--- config.mk ---
export PLATFORM = sky130hd
export DESIGN_NAME = frqdiv_ctrl
export DESIGN_NICKNAME = d
export VERILOG_FILES = /design/src/rtl/frqdiv_ctrl.sv
export SDC_FILE = /design/constraint.sdc
export NUM_CORES = 1
export LEC_CHECK = 0
export BUFFER_PORTS_ARGS = -buffer_cell sky130_fd_sc_hd__clkbuf_2
export CAP_MARGIN = 40
export CELL_PAD_IN_SITES_DETAIL_PLACEMENT = 0
export CELL_PAD_IN_SITES_GLOBAL_PLACEMENT = 1
export CORE_MARGIN = 3
export CORE_UTILIZATION = 45
export DETAILED_ROUTE_END_ITERATION = 10
export PLACE_DENSITY_LB_ADDON = 0.1
export SYNTH_ARGS = -nofsm -noshare
export SYNTH_HDL_FRONTEND = slang
export SYNTH_SLANG_ARGS = --single-unit
export TNS_END_PERCENT = 5
--- constraint.sdc ---
create_clock -name clk -period 7.1 [get_ports clk]
set_clock_uncertainty 0.15 [all_clocks]
set_input_delay 1.775 -clock clk [delete_from_list [all_inputs] [get_ports clk]]
set_output_delay 1.775 -clock clk [all_outputs]
set_load 0.01 [all_outputs]
--- src/rtl/frqdiv_ctrl.sv ---
// Programmable square-wave divider with glitch-free divisor updates at period boundaries.
// Optional burst mode (fixed number of periods, then done pulse) enabled by FRQDIV_CTRL_BURST_EN.
module frqdiv_ctrl #(
    parameter int W       = 16,
    parameter int DEF_DIV = 2
) (
    input  logic         clk,
    input  logic         rst_n,
    input  logic         en,
    input  logic [W-1:0] div_in,
    input  logic         div_wr,
    output logic         div_busy,
    output logic         div_ack,
    output logic [W-1:0] div_cur,
    output logic         s_out,
    output logic         tick,
    output logic         running
`ifdef FRQDIV_CTRL_BURST_EN
    ,
    input  logic [15:0]  burst_len,
    output logic         done
`endif
);

    typedef enum logic [1:0] {
        ST_STOP  = 2'd0,
        ST_RUN   = 2'd1,
        ST_DRAIN = 2'd2
    } state_t;

    localparam logic [W-1:0] ONE   = W'(1);
    localparam logic [W-1:0] TWO   = W'(2);
    localparam logic [W-1:0] DEF_D = (DEF_DIV < 2) ? TWO : W'(DEF_DIV);

    state_t         state_q, state_d;
    logic [W-1:0]   cnt_q, cnt_d;
    logic [W-1:0]   div_q, div_d;
    logic [W-1:0]   pend_q, pend_d;
    logic           busy_q, busy_d;
    logic           ack_q, ack_d;
    logic           s_out_q, s_out_d;
    logic           tick_q, tick_d;

    logic           active;
    logic           wrap;
    logic           apply;
    logic           run_next;

`ifdef FRQDIV_CTRL_BURST_EN
    logic [15:0]    blen_q, blen_d;
    logic [15:0]    bcnt_q, bcnt_d;
    logic           done_q, done_d;
`endif

    always_ff @(posedge clk or negedge rst_n) begin
        if (!rst_n) begin
            state_q <= ST_STOP;
            cnt_q   <= '0;
            div_q   <= DEF_D;
            pend_q  <= '0;
            busy_q  <= 1'b0;
            ack_q   <= 1'b0;
            s_out_q <= 1'b0;
            tick_q  <= 1'b0;
`ifdef FRQDIV_CTRL_BURST_EN
            blen_q  <= '0;
            bcnt_q  <= '0;
            done_q  <= 1'b0;
`endif
        end else begin
            state_q <= state_d;
            cnt_q   <= cnt_d;
            div_q   <= div_d;
            pend_q  <= pend_d;
            busy_q  <= busy_d;
            ack_q   <= ack_d;
            s_out_q <= s_out_d;
            tick_q  <= tick_d;
`ifdef FRQDIV_CTRL_BURST_EN
            blen_q  <= blen_d;
            bcnt_q  <= bcnt_d;
            done_q  <= done_d;
`endif
        end
    end

    always_comb begin
        state_d  = state_q;
        cnt_d    = cnt_q;
        div_d    = div_q;
        pend_d   = pend_q;
        busy_d   = busy_q;
        ack_d    = 1'b0;
`ifdef FRQDIV_CTRL_BURST_EN
        blen_d   = blen_q;
        bcnt_d   = bcnt_q;
        done_d   = 1'b0;
`endif

        active = (state_q != ST_STOP);
        wrap   = active && (cnt_q == (div_q - ONE));

        // A write landing on the apply edge wins and postpones application,
        // so back-to-back writes still produce a single acknowledge.
        apply = busy_q && !div_wr && ((state_q == ST_STOP) || wrap);

        if (div_wr) begin
            pend_d = (div_in < TWO) ? TWO : div_in;
            busy_d = 1'b1;
        end else if (apply) begin
            div_d  = pend_q;
            busy_d = 1'b0;
            ack_d  = 1'b1;
        end

        if (active) begin
            cnt_d = wrap ? '0 : (cnt_q + ONE);
        end else begin
            cnt_d = '0;
        end

        unique case (state_q)
            ST_STOP: begin
                if (en) begin
                    state_d = ST_RUN;
`ifdef FRQDIV_CTRL_BURST_EN
                    blen_d  = (burst_len == 16'd0) ? 16'd1 : burst_len;
                    bcnt_d  = 16'd1;
`endif
                end
            end
            ST_RUN: begin
`ifdef FRQDIV_CTRL_BURST_EN
                if (wrap) begin
                    if (bcnt_q >= blen_q) begin
                        state_d = ST_STOP;
                        done_d  = 1'b1;
                    end else begin
                        bcnt_d  = bcnt_q + 16'd1;
                    end
                end
`else
                // Dropping en exactly on the boundary cycle ends cleanly without a drain period.
                if (!en) begin
                    state_d = wrap ? ST_STOP : ST_DRAIN;
                end
`endif
            end
            ST_DRAIN: begin
                if (en) begin
                    state_d = ST_RUN;
                end else if (wrap) begin
                    state_d = ST_STOP;
                end
            end
            default: begin
                state_d = ST_STOP;
            end
        endcase

        run_next = (state_d != ST_STOP);
        s_out_d  = run_next && (cnt_d >= (div_d >> 1));
        tick_d   = run_next && (cnt_d == '0);
    end

    assign div_busy = busy_q;
    assign div_ack  = ack_q;
    assign div_cur  = div_q;
    assign s_out    = s_out_q;
    assign tick     = tick_q;
    assign running  = (state_q != ST_STOP);
`ifdef FRQDIV_CTRL_BURST_EN
    assign done     = done_q;
`endif

endmodule

======== After elaboration in Yosys (flattened, before gate mapping) ========
Index checks and enable logic that the tools add are counted.
Widths: inputs -> output; s select.
cells by class
  add/subtract/negate cells ............... 2
  $lt $le $gt $ge ......................... 2
  eq/ne operators ......................... 3
  mux-type cells .......................... 15
  bitwise logic cells ..................... 1
  reductions and logical operators ........ 13
operators by type and width
  kind                   number
  $mux 16                5
  $add 16x1->16 const B  1
  $eq 16x16->1           1
  $ge 16x15->1           1
  $logic_not 16->1       1
  $lt 16x2->1 const B    1
  $sub 16x1->16 const B  1
  $mux 2                 5
  $pmux 2 s3             1
  $reduce_bool 2->1      3
  $logic_and 1x1->1      5
  $mux 1                 4
  $eq 2x1->1 const B     1
  $eq 2x2->1 const B     1
  $logic_not 2->1        1
  $reduce_and 2->1       1
  $logic_not 1->1        1
  $logic_or 1x1->1       1
  $not 1->1              1
word-level totals
  register bits ........................... 54
  bits of input ports ..................... 20
  output and inout bits ................... 21
  logic and storage cells ................. 45

======== Logic depth before layout (Yosys ltp) ========
Gate-level depths: netlist of the first run.
  word-level depth ........................ 9
  depth in mapped cells ................... 20
  mapped depth without buffers ............ 17

======== Worst setup path after synthesis of the first run ========
No wires, ideal clock.
  kind .................................... flip-flop to flip-flop
  start ................................... register div_q[3], in the netlist div_cur[3]
  end ..................................... register s_out_q, in the netlist s_out
  arrival time ............................ 4187 ps
  required time ........................... 6824 ps
  slack ................................... 2637 ps
  cell stages (with the launch flop) ...... 19
  buffers on the path ..................... 3
  period minus slack after synthesis ...... 4463 ps
  cells stage by stage .................... dfrtp_1 > buf_4 > or4_1 > or4_1 > o32ai_1 > o22ai_1 > a2111oi_4 > or2_2 > buf_2 > buf_2 > nor2_1 > ha_1 > a21o_1 > a21o_1 > a211oi_1 > a211oi_1 > a221o_1 > nor2_1 > o21ai_0
RTL lines
  element                 RTL line  RTL
  from (decl)             37        logic [W-1:0] div_q, div_d;
  from (signal assigned)  73        div_q <= div_d;
  $sub 16x1->16           101       wrap = active && (cnt_q == (div_q - ONE));
  $eq 16x16->1            101
  $logic_and 1x1->1       101
  $mux 16                 117       cnt_d = wrap ? '0 : (cnt_q + ONE);
  $mux 16                 116       if (active) begin
  named net cnt_d[9]      36        logic [W-1:0] cnt_q, cnt_d;
  $ge 16x15->1            162       s_out_d = run_next && (cnt_d >= (div_d >> 1));
  $logic_and 1x1->1       162
  named net s_out_d       41        logic s_out_q, s_out_d;
  to (signal assigned)    77        s_out_q <= s_out_d;
  to (decl)               41
The timed path passes the listed nets, and every way through them passes these cells.
A chain may end at the register's enable or synchronous reset.

======== Worst setup path in the final report of the first run ========
  start ................................... register div_q[0], in the netlist div_cur[0]
  end ..................................... register s_out_q, in the netlist s_out
between the ends
  word-level cells in the longest chain between the ends .. 9
RTL lines
  element                RTL line  RTL
  $sub 16x1->16 (*)      101
  $eq 16x16->1 (*)       101
  $logic_and 1x1->1 (*)  101
  $logic_or 1x1->1       105       apply = busy_q && !div_wr && ((state_q == ST_STOP) || wrap);
  $logic_and 1x1->1      105
  $mux 16                110       end else if (apply) begin
  $mux 16                107       if (div_wr) begin
  $ge 16x15->1           162
  $logic_and 1x1->1 (*)  162
  named net s_out_d      41
Mark *: on every way through the listed nets, which the timed path passes. The rest lies on a longest branch.

==> reports/results.ini, run 1 <==
[grt]
antenna_found_initial=0
grt_util_all_layers_pct=19.6
grt_first_pass_wirelength_um=13600
grt_pass1_vias=2635
grt_max_degree=55
grt-ovfl-total=0

[finish]
final_common_cell=dfrtp_1
postLayoutCoreUtil_pct=50.9
stdcell_area_um2=3960
syn2layout_area_growth_pct=9.72
most-common-layout-cells=dfrtp_1 (53), clkbuf_2 (40), nor2_1 (28)
nFillCells=752
antenna_cells=0
nNetsFinal=418
layout-drive-gt1-share_pct=22.8

[drt]
wl_um=8520
drtIter0Drc=162
ant_nets=0
wl_per_cell_um=17.6
vias=2805
drc=0
vias_per_cell=5.80
dr.pass1.iters=4

[hold_path]
hp-class=reg -> reg

[synthesis]
synth_top_area_share_pct=36.8
synthTopCellsByArea=dfrtp_1 (37%), ha_1 (5.9%), mux2_4 (5.8%), mux2i_1 (5.0%), mux2_2 (5.0%)
seq_area_frac_synth_pct=37.5
ys_types=56
synthFlopType=dfrtp_1
syn_area_per_cell_um2=10.2
yosysTopAreaCell=dfrtp_1
syn_nets=392
ys_async_sr_fraction_pct=100
yosysWarnings=0
netlist_area_um2=3600
synth_edf_count=0
yosys_register_bits=54
netlist_instances=355

[die]
fp-row-count=32
core_area_um2=7770
die_y_um=95.5
die-area_um2=9120
die_w_um=95.5
pin_count=41
start_util_pct=46.4

[clocking]
ctsHtreeMaxLevel=2
post_cts_resize_count=0
clock_latency_ns=0.31
cts_buffers=5
cts_hold_buf=0
postCtsSetupRepairBufs=0
cts_root_buf=clkbuf_8
clk_pin_slew_ns=0.11
cts_tree=built
cts_sinks=54
cts_buffer_depth=2

[placement]
place_area_um2=3840
dp_slack_ns=1.86
gp_congestion=0.850
numPortBuffers=40
dp_hpwl_um=6520

[sta]
finalMaxSlewViolations=0
fin_ws_ns=1.91
rsz0062_at_grt=no
finalCriticalPeriod_ns=5.19
max_freq_mhz=193
setup_tns_ns=0
finalCritPeriodShare_pct=73.1
max-slew-margin-rel_pct=47.5
worst_slew_pin_slew_ns=0.784
setup_violations=0
hold_violations=0

[setup_path]
path_delay_family=compound AO/OA/AOI/OAI gates
critPathKind=reg -> reg
crit_arrival_ns=5.24
max_stage_delay_ns=0.64
cp_max_fo=19
required_ns=7.15
crit_chain=inv_1 -> ha_1 -> nor2b_1 -> nand4_1 -> and4_1 -> nor4_1 -> a2111oi_4 -> o21ai_4 -> mux2i_1 -> ha_1 -> a21o_1 -> a21o_1 -> a211oi_1 -> o211ai_1 -> a221o_1 -> nor2_1 -> o21ai_0
endpoint_kind=flip-flop
slowest_stage=o21ai_4
critPathBufInv=1
start_kind=flip-flop

[job]
cap_viol_max_count=0

[run_status]
outcome=finished clean

[pwr]
report.power.total_w=0.00111
max-vdd-ir-drop_uv=140
p_per_area_nw_per_um2=281
leakage_nw=1.88

## cells by family after synthesis
family / Yosys count / share of synthesized area, %
xor gates and xnor gates: 29 / 7.05
buffers and inverters: 35 / 4.30
DFF: 54 / 37.5
and+or+nand+nor: 123 / 19.0
AOI/OAI and AO/OA: 49 / 10.4
muxes: 48 / 15.8
adders and majority gates: 17 / 5.90
## worst paths after layout
kind	from	end	slack, ns	cells past startpoint
setup / recovery	div_cur[0]$_DFFE_PN0P_	s_out$_DFF_PN0_	1.91	17
hold / removal	div_busy$_DFFE_PN0P_	div_busy$_DFFE_PN0P_	0.36	1
setup reg to reg	div_cur[0]$_DFFE_PN0P_	s_out$_DFF_PN0_	1.91	17
hold reg to reg	div_busy$_DFFE_PN0P_	div_busy$_DFFE_PN0P_	0.36	1
max in group asynchronous	rst_n	div_cur[4]$_DFF_PN0_	4.90	2
min in group asynchronous	rst_n	tick$_DFF_PN0_	1.43	2
## area by class of cell
| type | count | area [um2] | share of cell area (%) |
|---|---|---|---|
| multi-input combinational | 266 | 2100 | 53.2 |
| sequential | 54 | 1350 | 34.2 |
| clock inverter | 2 | 37.5 | 0.949 |
| inverter | 12 | 45.0 | 1.14 |
| clock buffer | 6 | 72.6 | 1.83 |
| tap | 102 | 128 | 3.23 |
| timing repair buffer | 42 | 215 | 5.44 |
## cells in the mapped netlist, drive strengths merged (2+ instances only)
master	count
mux2	30
a211oi	5
nand4b	2
nand2	14
o2111ai	4
xor2	13
nor2	28
a21oi	4
nor4b	3
nand2b	8
o211ai	2
a31oi	4
mux2i	18
nor3	13
or3	6
dfrtp	53
buf	9
nor2b	6
nand4	7
xnor2	16
a21o	6
nand3	10
nor3b	3
and3	5
inv	12
clkbuf	14
o21ai	11
or4	2
and4	3
ha	17
nor4	8
a2111oi	2
## through the flow
step                hold slack [ns]  cells
floorplan                     0.321    355
global placement              0.327    476
detailed placement            0.340    476
CTS                           0.363    484
global route                  0.380    484
finish                        0.360    484
## per-layer routing
layer  up-vias  part of all wire [%]  global-route usage, %
li1       1349                     -                      -
met3         5                   4.2                   4.18
met5         -                     0                      0
met4         0                  0.89                   3.91
met1      1401                    49                   28.0
met2        50                    46                   30.6
## power breakdown
part / leakage [nW] / switching (W) / total, W / internal (W)
combinational: 1.16 / 0.000205 / 0.000415 / 0.000210
clock: 0.0514 / 0.000109 / 0.000215 / 0.000106
sequential: 0.671 / 0.000117 / 0.000480 / 0.000363
total: 1.88 / 0.000431 / 0.00111 / 0.000679
## worst register-to-register path: cells and delay by family, from the launching register on
family | cells | cell delay, ns
AOI/OAI and AO/OA | 8 | 2.09
adders and majority gates | 2 | 0.51
buffers and inverters | 1 | 0.12
DFF | 1 | 0.48
muxes | 1 | 0.30
and+or+nand+nor | 5 | 1.44
## registers in the layout, summed over array words and instances (netlist names)
| register | flops |
|---|---|
| cnt_q | 16 |
| div_cur | 16 |
| pend_q | 16 |
| state_q | 2 |
| div_ack | 1 |
| div_busy | 1 |
| s_out | 1 |
| tick | 1 |
Note: power is estimated with default switching activity, not from simulation.
==> inputs of run 2 (changes only) <==
Settings changed: ABC_AREA from default to 1, CORE_UTILIZATION 45 to 43.
Clock period 7.1 ns to 5.1 ns, I/O delays scaled along.
==> reports/results.ini, run 2 <==
[sta]
fin_ws_ns=1.07
finalMaxSlewViolations=0
max_freq_mhz=248
rsz0062_at_grt=no
hold_violations=0
worst_slew_pin_slew_ns=0.541
max-slew-margin-rel_pct=64.0
finalCriticalPeriod_ns=4.03
setup_violations=0
finalCritPeriodShare_pct=79.0
setup_tns_ns=0

[finish]
regArea_um2=1350
stdcell_area_um2=3930
nNetsFinal=549
multi_input_area_um2=1820
most-common-layout-cells=nand2_1 (120), inv_1 (68), nor2_1 (54)
final_common_cell=nand2_1
layout-drive-gt1-share_pct=19.1
postLayoutCoreUtil_pct=50.1
syn2layout_area_growth_pct=11.0
final_cells=615
antenna_cells=0
nFillCells=810

[setup_path]
cp_max_fo=31
crit_top_cell=nand2_1
start_kind=flip-flop
critPathKind=reg -> reg
slowest_stage=dfstp_2
required_ns=5.14
reg2reg_depth=32
crit_arrival_ns=4.07
max_stage_delay_ns=0.57
endpoint_kind=flip-flop

[clocking]
ctsHtreeMaxLevel=2
cts_hold_buf=0
cts_buffers=5
clock_latency_ns=0.30
cts_buffer_depth=2
post_cts_resize_count=0
clk_pin_slew_ns=0.09
cts_sinks=54
cts_tree=built
cts_root_buf=clkbuf_8
postCtsSetupRepairBufs=0

[grt]
antenna_found_initial=0
grt_pass1_vias=2830
grt_first_pass_wirelength_um=13800
grt_max_degree=44
grt_util_all_layers_pct=17.9
grt-ovfl-total=0

[placement]
gp_congestion=0.842
numPortBuffers=40
place_area_um2=3820
dp_hpwl_um=6640
dp_slack_ns=1.01
placed_cells=607

[synthesis]
synthTopCellsByArea=dfrtp_1 (37%), nand2_1 (13%), inv_1 (7.2%), ha_1 (6.0%), nor2_1 (5.7%)
yosys_register_bits=54
synthFlopType=dfrtp_1
synth_edf_count=0
synth.most_common_cell=nand2_1
ys_async_sr_fraction_pct=100
yosys-top-cells-count=nand2_1 (120), inv_1 (68), nor2_1 (54)
ys_types=38
yosysWarnings=0
yosysTopAreaCell=dfrtp_1
netlist_instances=472
synth_top_area_share_pct=37.4
syn_nets=509
syn_area_per_cell_um2=7.51
netlist_area_um2=3540
seq_area_frac_synth_pct=38.2

[die]
die_y_um=96.8
start_util_pct=45.2
die-area_um2=9370
pin_count=41
core_area_um2=7850
fp-row-count=32
die_w_um=96.8

[pwr]
leakage_nw=2.12
p_per_area_nw_per_um2=354
max-vdd-ir-drop_uv=148

[run_status]
outcome=finished clean

[drt]
wl_per_cell_um=12.9
vias_per_cell=4.73
dr.pass1.iters=4
drc=0
vias=2911
ant_nets=0
drtIter0Drc=165
wl_um=7910

[job]
cap_viol_max_count=0

[hold_path]
holdPathStages=2
hp-class=reg -> reg

==> run 2: layer usage <==
layer | part of all wire, % | routed length [um] | global-route usage [%]
met2 | 46 | 3630 | 28.9
met4 | 1.2 | 97 | 4.75
met3 | 3.4 | 267 | 2.02
met1 | 49 | 3920 | 25.6
met5 | 0 | 0 | 0
==> run 2: metrics by stage <==
step | hold slack [ns] | power (W)
finish | 0.388 | 0.00139
global route | 0.417 | 0.00151
CTS | 0.393 | 0.00141
detailed placement | 0.372 | 0.00114
global placement | 0.363 | 0.00113
floorplan | 0.333 | 0.000977
==> run 2: critical path, delay by kind of cell, from the launching register on <==
family	cells	cell delay (ns)
adders and majority gates	2	0.50
and+or+nand+nor	23	1.99
DFF	1	0.57
AOI/OAI and AO/OA	3	0.34
buffers and inverters	4	0.36
==> run 2: where the power goes <==
group | internal (W) | switching [W] | leakage, nW
clock network | 0.000137 | 0.000133 | 0.0575
logic | 0.000210 | 0.000339 | 1.37
registers | 0.000487 | 0.0000853 | 0.689
==> run 2: path summary, 6_finish.rpt <==
path,start,end,slack (ns)
worst max-delay path,div_cur[1]$_DFF_PN1_,s_out$_DFF_PN0_,1.07
worst min-delay path,pend_q[5]$_DFFE_PN0P_,pend_q[5]$_DFFE_PN0P_,0.39
worst max register to register,div_cur[1]$_DFF_PN1_,s_out$_DFF_PN0_,1.07
worst min register to register,pend_q[5]$_DFFE_PN0P_,pend_q[5]$_DFFE_PN0P_,0.39
max in group asynchronous,rst_n,div_cur[12]$_DFF_PN0_,3.28
min in group asynchronous,rst_n,div_cur[3]$_DFF_PN0_,0.68
==> run 2: cell type report <==
class	count	area share, %
Clock buffer	8	2.80
Multi-Input combinational cell	325	46.2
Tap cell	102	3.24
Timing Repair Buffer	41	5.28
Sequential cell	54	34.4
Inverter	85	8.11
==> run 2: cells by family (layout without fill, tap and decap cells) <==
kind of cell / count (synthesis) / in the layout / share of synthesized area (%)
buffers and inverters: 93 / 134 / 10.6
flip-flops: 54 / 54 / 38.2
XOR/XNOR: 26 / 26 / 6.43
adder cells (fa/ha/maj): 17 / 17 / 6.00
AND/OR/NAND/NOR: 236 / 236 / 30.3
AO/OA/AOI/OAI: 46 / 46 / 8.55
